===== src/rtl/router_pkg.sv =====
// Shared router definitions: flit type codes, flit field positions, header field
// widths and the encapsulator FSM encoding.
package router_pkg;

  localparam logic [1:0] FLIT_HEAD   = 2'b01;
  localparam logic [1:0] FLIT_BODY   = 2'b00;
  localparam logic [1:0] FLIT_TAIL   = 2'b10;
  localparam logic [1:0] FLIT_SINGLE = 2'b11;

  localparam int HDR_LSB     = 0;
  localparam int DST_LSB     = 9;
  localparam int PAR_BIT     = 19;
  localparam int TYPE_LSB    = 22;
  localparam int PAYLOAD_LSB = 24;

  // Header layout: TTL[8:7], packet number[6:2], source router[1:0]
  localparam int TTL_W     = 2;
  localparam int PKT_NUM_W = 5;
  localparam int SRC_W     = 2;

  typedef enum logic [2:0] {
    ST_IDLE,
    ST_HREQ,
    ST_HLATCH,
    ST_STREAM,
    ST_DONE
  } encap_state_e;

endpackage


===== src/rtl/dfx_flit_builder.sv =====
// Combinational packing of one Aurora flit. With DFX_ENCAP_PARITY_EN defined,
// bit 19 carries even parity over all other populated flit bits.
module dfx_flit_builder
  import router_pkg::*;
#(
  parameter int AURORA_DATA_WIDTH = 64,
  parameter int ADDR_WIDTH        = 10,
  parameter int PAYLOAD_WIDTH     = 40,
  parameter int HEADER_WIDTH      = 9
) (
  input  logic [PAYLOAD_WIDTH-1:0]     payload,
  input  logic [1:0]                   flit_type,
  input  logic [ADDR_WIDTH-1:0]        dst_addr,
  input  logic [HEADER_WIDTH-1:0]      header,
  output logic [AURORA_DATA_WIDTH-1:0] flit
);

  always_comb begin
    flit = '0;
    flit[PAYLOAD_LSB +: PAYLOAD_WIDTH] = payload;
    flit[TYPE_LSB +: 2]                = flit_type;
    flit[DST_LSB +: ADDR_WIDTH]        = dst_addr;
    flit[HDR_LSB +: HEADER_WIDTH]      = header;
`ifdef DFX_ENCAP_PARITY_EN
    flit[PAR_BIT] = ^{payload, flit_type, dst_addr, header};
`endif
  end

endmodule


===== src/rtl/dfx_encap.sv =====
// Packetiser feeding router input port 0: fetches a header, then frames
// FLITS_PER_PKT payload beats into flits. Optional parity: DFX_ENCAP_PARITY_EN.
module dfx_encap
  import router_pkg::*;
#(
  parameter int AURORA_DATA_WIDTH = 64,
  parameter int ADDR_WIDTH        = 10,
  parameter int PAYLOAD_WIDTH     = 40,
  parameter int FLITS_PER_PKT     = 4,
  parameter int HEADER_WIDTH      = 9
) (
  input  logic                         clk,
  input  logic                         rst_n,
  input  logic                         encap_start,
  input  logic [PAYLOAD_WIDTH-1:0]     payload_in,
  input  logic                         payload_valid,
  output logic                         payload_ready,
  output logic                         ready_encap_dfx,
  input  logic [HEADER_WIDTH-1:0]      header_pkt_send,
  input  logic [ADDR_WIDTH-1:0]        router_dst_addr_send,
  input  logic                         full_input_port_0,
  output logic                         we_input_port_0,
  output logic [AURORA_DATA_WIDTH-1:0] data_input_port_0,
  output logic                         encap_busy,
  output logic                         encap_done
);

  localparam int               CNT_W    = $clog2(FLITS_PER_PKT + 1);
  localparam logic [CNT_W-1:0] LAST_CNT = CNT_W'(FLITS_PER_PKT - 1);

  encap_state_e                 state_q, state_d;
  logic [CNT_W-1:0]             cnt_q, cnt_d;
  logic [HEADER_WIDTH-1:0]      hdr_q, hdr_d;
  logic [ADDR_WIDTH-1:0]        dst_q, dst_d;
  logic                         we_q, we_d;
  logic [AURORA_DATA_WIDTH-1:0] data_q, data_d;
  logic                         req_q, req_d;
  logic                         busy_q, busy_d;
  logic                         done_q, done_d;

  logic                         accept;
  logic [1:0]                   flit_type;
  logic [AURORA_DATA_WIDTH-1:0] flit;

  assign payload_ready = (state_q == ST_STREAM) && !full_input_port_0;
  assign accept        = payload_ready && payload_valid;

  always_comb begin
    if (cnt_q == '0) begin
      flit_type = (FLITS_PER_PKT == 1) ? FLIT_SINGLE : FLIT_HEAD;
    end else if (cnt_q == LAST_CNT) begin
      flit_type = FLIT_TAIL;
    end else begin
      flit_type = FLIT_BODY;
    end
  end

  dfx_flit_builder #(
    .AURORA_DATA_WIDTH(AURORA_DATA_WIDTH),
    .ADDR_WIDTH       (ADDR_WIDTH),
    .PAYLOAD_WIDTH    (PAYLOAD_WIDTH),
    .HEADER_WIDTH     (HEADER_WIDTH)
  ) u_builder (
    .payload  (payload_in),
    .flit_type(flit_type),
    .dst_addr (dst_q),
    .header   (hdr_q),
    .flit     (flit)
  );

  always_comb begin
    state_d = state_q;
    cnt_d   = cnt_q;
    hdr_d   = hdr_q;
    dst_d   = dst_q;
    we_d    = 1'b0;
    data_d  = data_q;
    case (state_q)
      ST_IDLE:   if (encap_start) state_d = ST_HREQ;
      ST_HREQ: begin
        cnt_d   = '0;
        state_d = ST_HLATCH;
      end
      // The controller presents its header one cycle after our request pulse
      ST_HLATCH: begin
        hdr_d   = header_pkt_send;
        dst_d   = router_dst_addr_send;
        state_d = ST_STREAM;
      end
      ST_STREAM: begin
        if (accept) begin
          we_d   = 1'b1;
          data_d = flit;
          cnt_d  = cnt_q + CNT_W'(1);
          if (cnt_q == LAST_CNT) state_d = ST_DONE;
        end
      end
      ST_DONE:   state_d = ST_IDLE;
      default:   state_d = ST_IDLE;
    endcase
    req_d  = (state_d == ST_HREQ);
    busy_d = (state_d != ST_IDLE);
    done_d = (state_q == ST_DONE);
  end

  always_ff @(posedge clk or negedge rst_n) begin
    if (!rst_n) begin
      state_q <= ST_IDLE;
      cnt_q   <= '0;
      hdr_q   <= '0;
      dst_q   <= '0;
      we_q    <= 1'b0;
      data_q  <= '0;
      req_q   <= 1'b0;
      busy_q  <= 1'b0;
      done_q  <= 1'b0;
    end else begin
      state_q <= state_d;
      cnt_q   <= cnt_d;
      hdr_q   <= hdr_d;
      dst_q   <= dst_d;
      we_q    <= we_d;
      data_q  <= data_d;
      req_q   <= req_d;
      busy_q  <= busy_d;
      done_q  <= done_d;
    end
  end

  assign ready_encap_dfx   = req_q;
  assign we_input_port_0   = we_q;
  assign data_input_port_0 = data_q;
  assign encap_busy        = busy_q;
  assign encap_done        = done_q;

endmodule


===== config.mk =====
export PLATFORM = sky130hd
export DESIGN_NAME = dfx_encap
export DESIGN_NICKNAME = d
export VERILOG_FILES = /design/src/rtl/router_pkg.sv /design/src/rtl/dfx_flit_builder.sv /design/src/rtl/dfx_encap.sv
export SDC_FILE = /design/constraint.sdc
export NUM_CORES = 1
export LEC_CHECK = 0
export CAP_MARGIN = 30
export CORE_AREA = 2 2 88 133
export DETAILED_ROUTE_END_ITERATION = 10
export DIE_AREA = 0 0 90 135
export PLACE_DENSITY = 0.66
export SLEW_MARGIN = 40
export SYNTH_ARGS = -nofsm -noshare
export SYNTH_HDL_FRONTEND = slang
export SYNTH_SLANG_ARGS = --single-unit

===== constraint.sdc =====
create_clock -name clk -period 1.6 [get_ports clk]
set_clock_uncertainty 0.05 [all_clocks]
set_input_delay 0.32 -clock clk [delete_from_list [all_inputs] [get_ports clk]]
set_output_delay 0.32 -clock clk [all_outputs]
set_load 0.1 [all_outputs]

# == Word-level counts from Yosys, hierarchy flattened ==
# Cells that the tools add are included.
# totals
in_bits,64
reg_bits,90
elab_cells,36
out_inout_bits,69
# classes
n_mux,10
addsub,1
n_eq_ne,7
n_reduce_logical,9
# op_table
cell,n
3-bit 2-to-1 mux,4
3-bit one-hot mux with 4 select lines,1
3-bit by 2-bit equality test with 1-bit output (second input constant),3
3-bit by 1-bit equality test with 1-bit output (second input constant),2
3-bit logical NOT,2
3-bit one-hot mux with 2 select lines,1
2-bit 2-to-1 mux,2
2-bit AND reduction,2
3-bit by 1-bit adder with 3-bit output (second input constant),1
3-bit equality test (second input constant),1
3-bit nonzero test,1
1-bit logical AND,2
1-bit 2-to-1 mux,2
2-bit != test (second input constant),1
2-bit nonzero test,1
1-bit logical NOT,1

# == Logic depth before layout (Yosys ltp) ==
# depth
ltp_word,6
mapped_depth,6
ltp_nobuf,5

# == By module ==
# From an unflattened synthesis, not the netlist that was laid out.
# hier_totals
cells_unflattened,285
hier_area_um2,4262.8
# by_module_without_submodules
mod,cells_each,area_each_um2,seq_area_each_um2,n_inst
dfx_encap,220,3778.6,2327.2,1
dfx_flit_builder,65,484.2,0.0,1

# == Worst setup path before layout ==
# OpenSTA, ideal clock, no wires.
# synth_timing
path_type,reg2out
startpoint,reg state_q[1]
endpoint,out payload_ready
path_stages_with_launch,3
required_ns,1.230
setup_slack_ns,-2.293
arrival_ns,3.523
n_path_buf,1
path_cell_list,dfrtp_1 clkbuf_1 nor4bb_1
# synth_via
elab_chain_cells,2
# synth_rtl
element,line_no,rtl
start: declaration,dfx_encap.sv:31,"encap_state_e state_q, state_d;"
start signal: assignment,dfx_encap.sv:118,state_q <= state_d;
3-bit by 2-bit equality test with 1-bit output,dfx_encap.sv:45,assign payload_ready = (state_q == ST_STREAM) && !full_input_port_0;
1-bit logical AND,dfx_encap.sv:45,
end: declaration,dfx_encap.sv:17,"output logic payload_ready,"
# No other way between the ends.

# == Final worst setup path ==
# layout_timing
startpoint,reg state_q[2]
endpoint,out payload_ready
# Same word-level chain as after synthesis.

==> results by group <==
Global routing
  – Antenna violations before repair: 0
  – First-pass GRT wire length: 14300 um
  – Largest net degree at the start of global routing: 91
  – Grt total ovfl: 0
  – Total GRT Usage: 14.9%
  – Vias in the first global route: between 2000 and 3000

Place
  – Dpl cells: 500
  – Placed cell areas: about 6000 um^2
  – DP Wirelength: 5930 um
  – Routability cong.: 0.765
  – IO buf count: 129
  – Worst slack, placed: -398 ps

Layout
  – Fin area: 6550 um^2
  – Multi-input logic area: roughly 1400 um^2
  – Commonest non-fill, non-tap cell in the layout: dfrtp_1
  – Reg area: 2250 um^2
  – Post-Layout Cell Count: roughly 530
  – Ratio of cells with drive above 1 in the final layout: 51.6%
  – Most frequent cells in the layout: dfrtp_1, buf_12, mux2_4
  – Inserted Diodes: 0
  – Filler cell count: 837
  – Nets: 446
  – Area Overhead vs Synth: 72.7%

Logic synthesis
  – Largest area contributor in the netlist: dfrtp_1
  – Synth cell types: 31
  – Area share of the leading cell type in the synthesized netlist: 59.4%
  – Synthesis warning total: 0
  – Synthesis-stage register bit count: 90
  – Synth top area cells: dfrtp_1, mux2_4, mux2_2, buf_12, buf_4
  – Avg Cell Area, Syn: 17.2 um^2
  – Sequential area share after synthesis: 59.4%
  – Post-Syn Area: 3790 um^2
  – Post-Syn Instances: 220

Clock tree
  – TritonCTS clock tree: done
  – CTS Root Buffer Type: clkbuf_16
  – H-tree levels: 3
  – Cts bufs inserted: 9
  – Clk buf depth: 2
  – Worst skew pair latency: 330 ps
  – CTS sink cnt: 90
  – Worst-path clk slew: 70 ps

Floorplanning
  – Die span in x: about 90 um
  – Die Ht: around 140 um
  – Die area: around 12000 um^2
  – Io pins: around 130
  – Rows: 47
  – Floorplan core area: 10900 um^2
  – Starting Density: 34.7%

Route
  – Antenna Nets Post-Route: 0
  – DRC errors left: 0
  – Final WL: 8810 um
  – Drt pass-1 iters: 4
  – Drt first-iter violations: 52
  – Wire length per cell: 16.6 um
  – Via-to-Cell Ratio: 4.48
  – Via Count: 2377

Critical path
  – CP Max Fanout: 2
  – Crit. End Element: primary output
  – Worst reg-to-reg path cell count: 6
  – Startpoint types: register
  – Critical Path AT: 1390 ps
  – Setup CP Type: reg2out
  – R2R setup slack: -30 ps
  – Critical Path RT: 1230 ps
  – R2R Path Start: state_q[2]$_DFF_PN0_
  – R2r endpoint: data_input_port_0[38]$_DFFE_PN0P_

STA
  – Setup violators final: 25
  – Rel. slew slack: 63.9%
  – Min Tclk post-route: 1760 ps
  – RSZ-0062 raised after global routing: true
  – Final Hold Viols: 0
  – Fmax: 568 MHz
  – Final Cycle Share: 110%
  – Count of pins over their slew limit: 0
  – Worst-margin pin slew: between 500 and 600 ps
  – Setup slack after layout: -162 ps

Outcome
  – Outcome: complete, but fails checks
  – Failing checks: setup timing

Run
  – Max cap viols: 0

Worst hold path
  – Hold Path Class: in2async
==> logic make-up (layout without fill, tap and decap cells) <==
group	count (synthesis)	in the layout	share of synthesized area [%]
DFF	90	90	59.4
adders and majority gates	3	3	0.990
buffers and inverters	19	181	5.38
and+or+nand+nor	18	18	3.17
AOI/OAI and AO/OA	9	9	1.62
muxes	80	80	29.4
other	1	3	0.0989
==> metal layers <==
layer  vias up  wire length, um  share of wire (%)  GRT usage, %
met2        81             4680                 53          25.6
li1       1079                -                  -             -
met4         0               97                1.1          4.44
met5         -                0                  0             0
met3         9              435                4.9          4.52
met1      1208             3590                 41          18.0
==> synth_stat cells (all sizes together) <==
cell type,n
nor2,3
and2,1
a21oi,3
nand3,2
nand3b,1
clkbuf,1
conb,1
nor4bb,1
nor3,1
mux2i,1
ha,3
o21ai,1
a22o,2
nor3b,1
nor4b,1
a31o,1
a21boi,1
inv,5
mux2,79
a211oi,1
and4bb,1
nand2b,3
buf,13
nand2,3
dfrtp,90
==> worst max path at each step <==
stage	startpoint	to	depth (start not counted)	slack [ps]
3_3_place_gp	full_input_port_0	data_input_port_0[16]$_DFFE_PN0P_	6	-350
4_1_cts	state_q[2]$_DFF_PN0_	payload_ready	3	-180
3_5_place_dp	full_input_port_0	data_input_port_0[9]$_DFFE_PN0P_	6	-400
6_report	state_q[2]$_DFF_PN0_	payload_ready	3	-160
5_1_grt	state_q[2]$_DFF_PN0_	payload_ready	3	-220
2_1_floorplan	state_q[1]$_DFF_PN0_	payload_ready	2	-370
==> sequential cells by signal, indices dropped and copies added (netlist names) <==
signal and cells:
data_input_port_0 61, dst_q 10, hdr_q 9, cnt_q 3, state_q 3, encap_busy 1, encap_done 1, ready_encap_dfx 1
we_input_port_0 1
==> repair_timing <==
item / in CTS / in global routing
cloned: 2 / 1
pin swaps: 2 / 1
hold buffers: 1 / 0
endpoints found under the hold margin: 25 / 0
resized for setup: 11 / 22
endpoints found under the setup margin: 44 / 61
setup buffers: 8 / 4
==> area by class of cell <==
type | count | share of cell area, %
multi-input cells | 113 | 21.7
flip-flops and latches | 90 | 34.4
clock inverters | 6 | 0.993
clock buffers | 10 | 3.65
well taps | 147 | 2.81
inverters | 5 | 0.478
repair buffers | 160 | 36.0
==> metrics by stage <==
| stage | hold WS, ps | TNS (ps) | utilization, % |
|---|---|---|---|
| floorplan | -25.6 | -914 | - |
| global placement | 350 | -20510 | 54.5 |
| detailed placement | 354 | -22550 | 54.5 |
| CTS | 456 | -1390 | 58.9 |
| global route | 473 | -2420 | 59.9 |
| finish | 456 | -587 | 59.9 |
==> critical path: stages (launching register included) <==
cell	delay [ps]
dfrtp_1	390
buf_6	130
nor4bb_4	320
buf_12	210
Power is left out: the tool's default activity adds up to more than one toggle a clock period on the data nets, which glitch-free logic cannot reach.
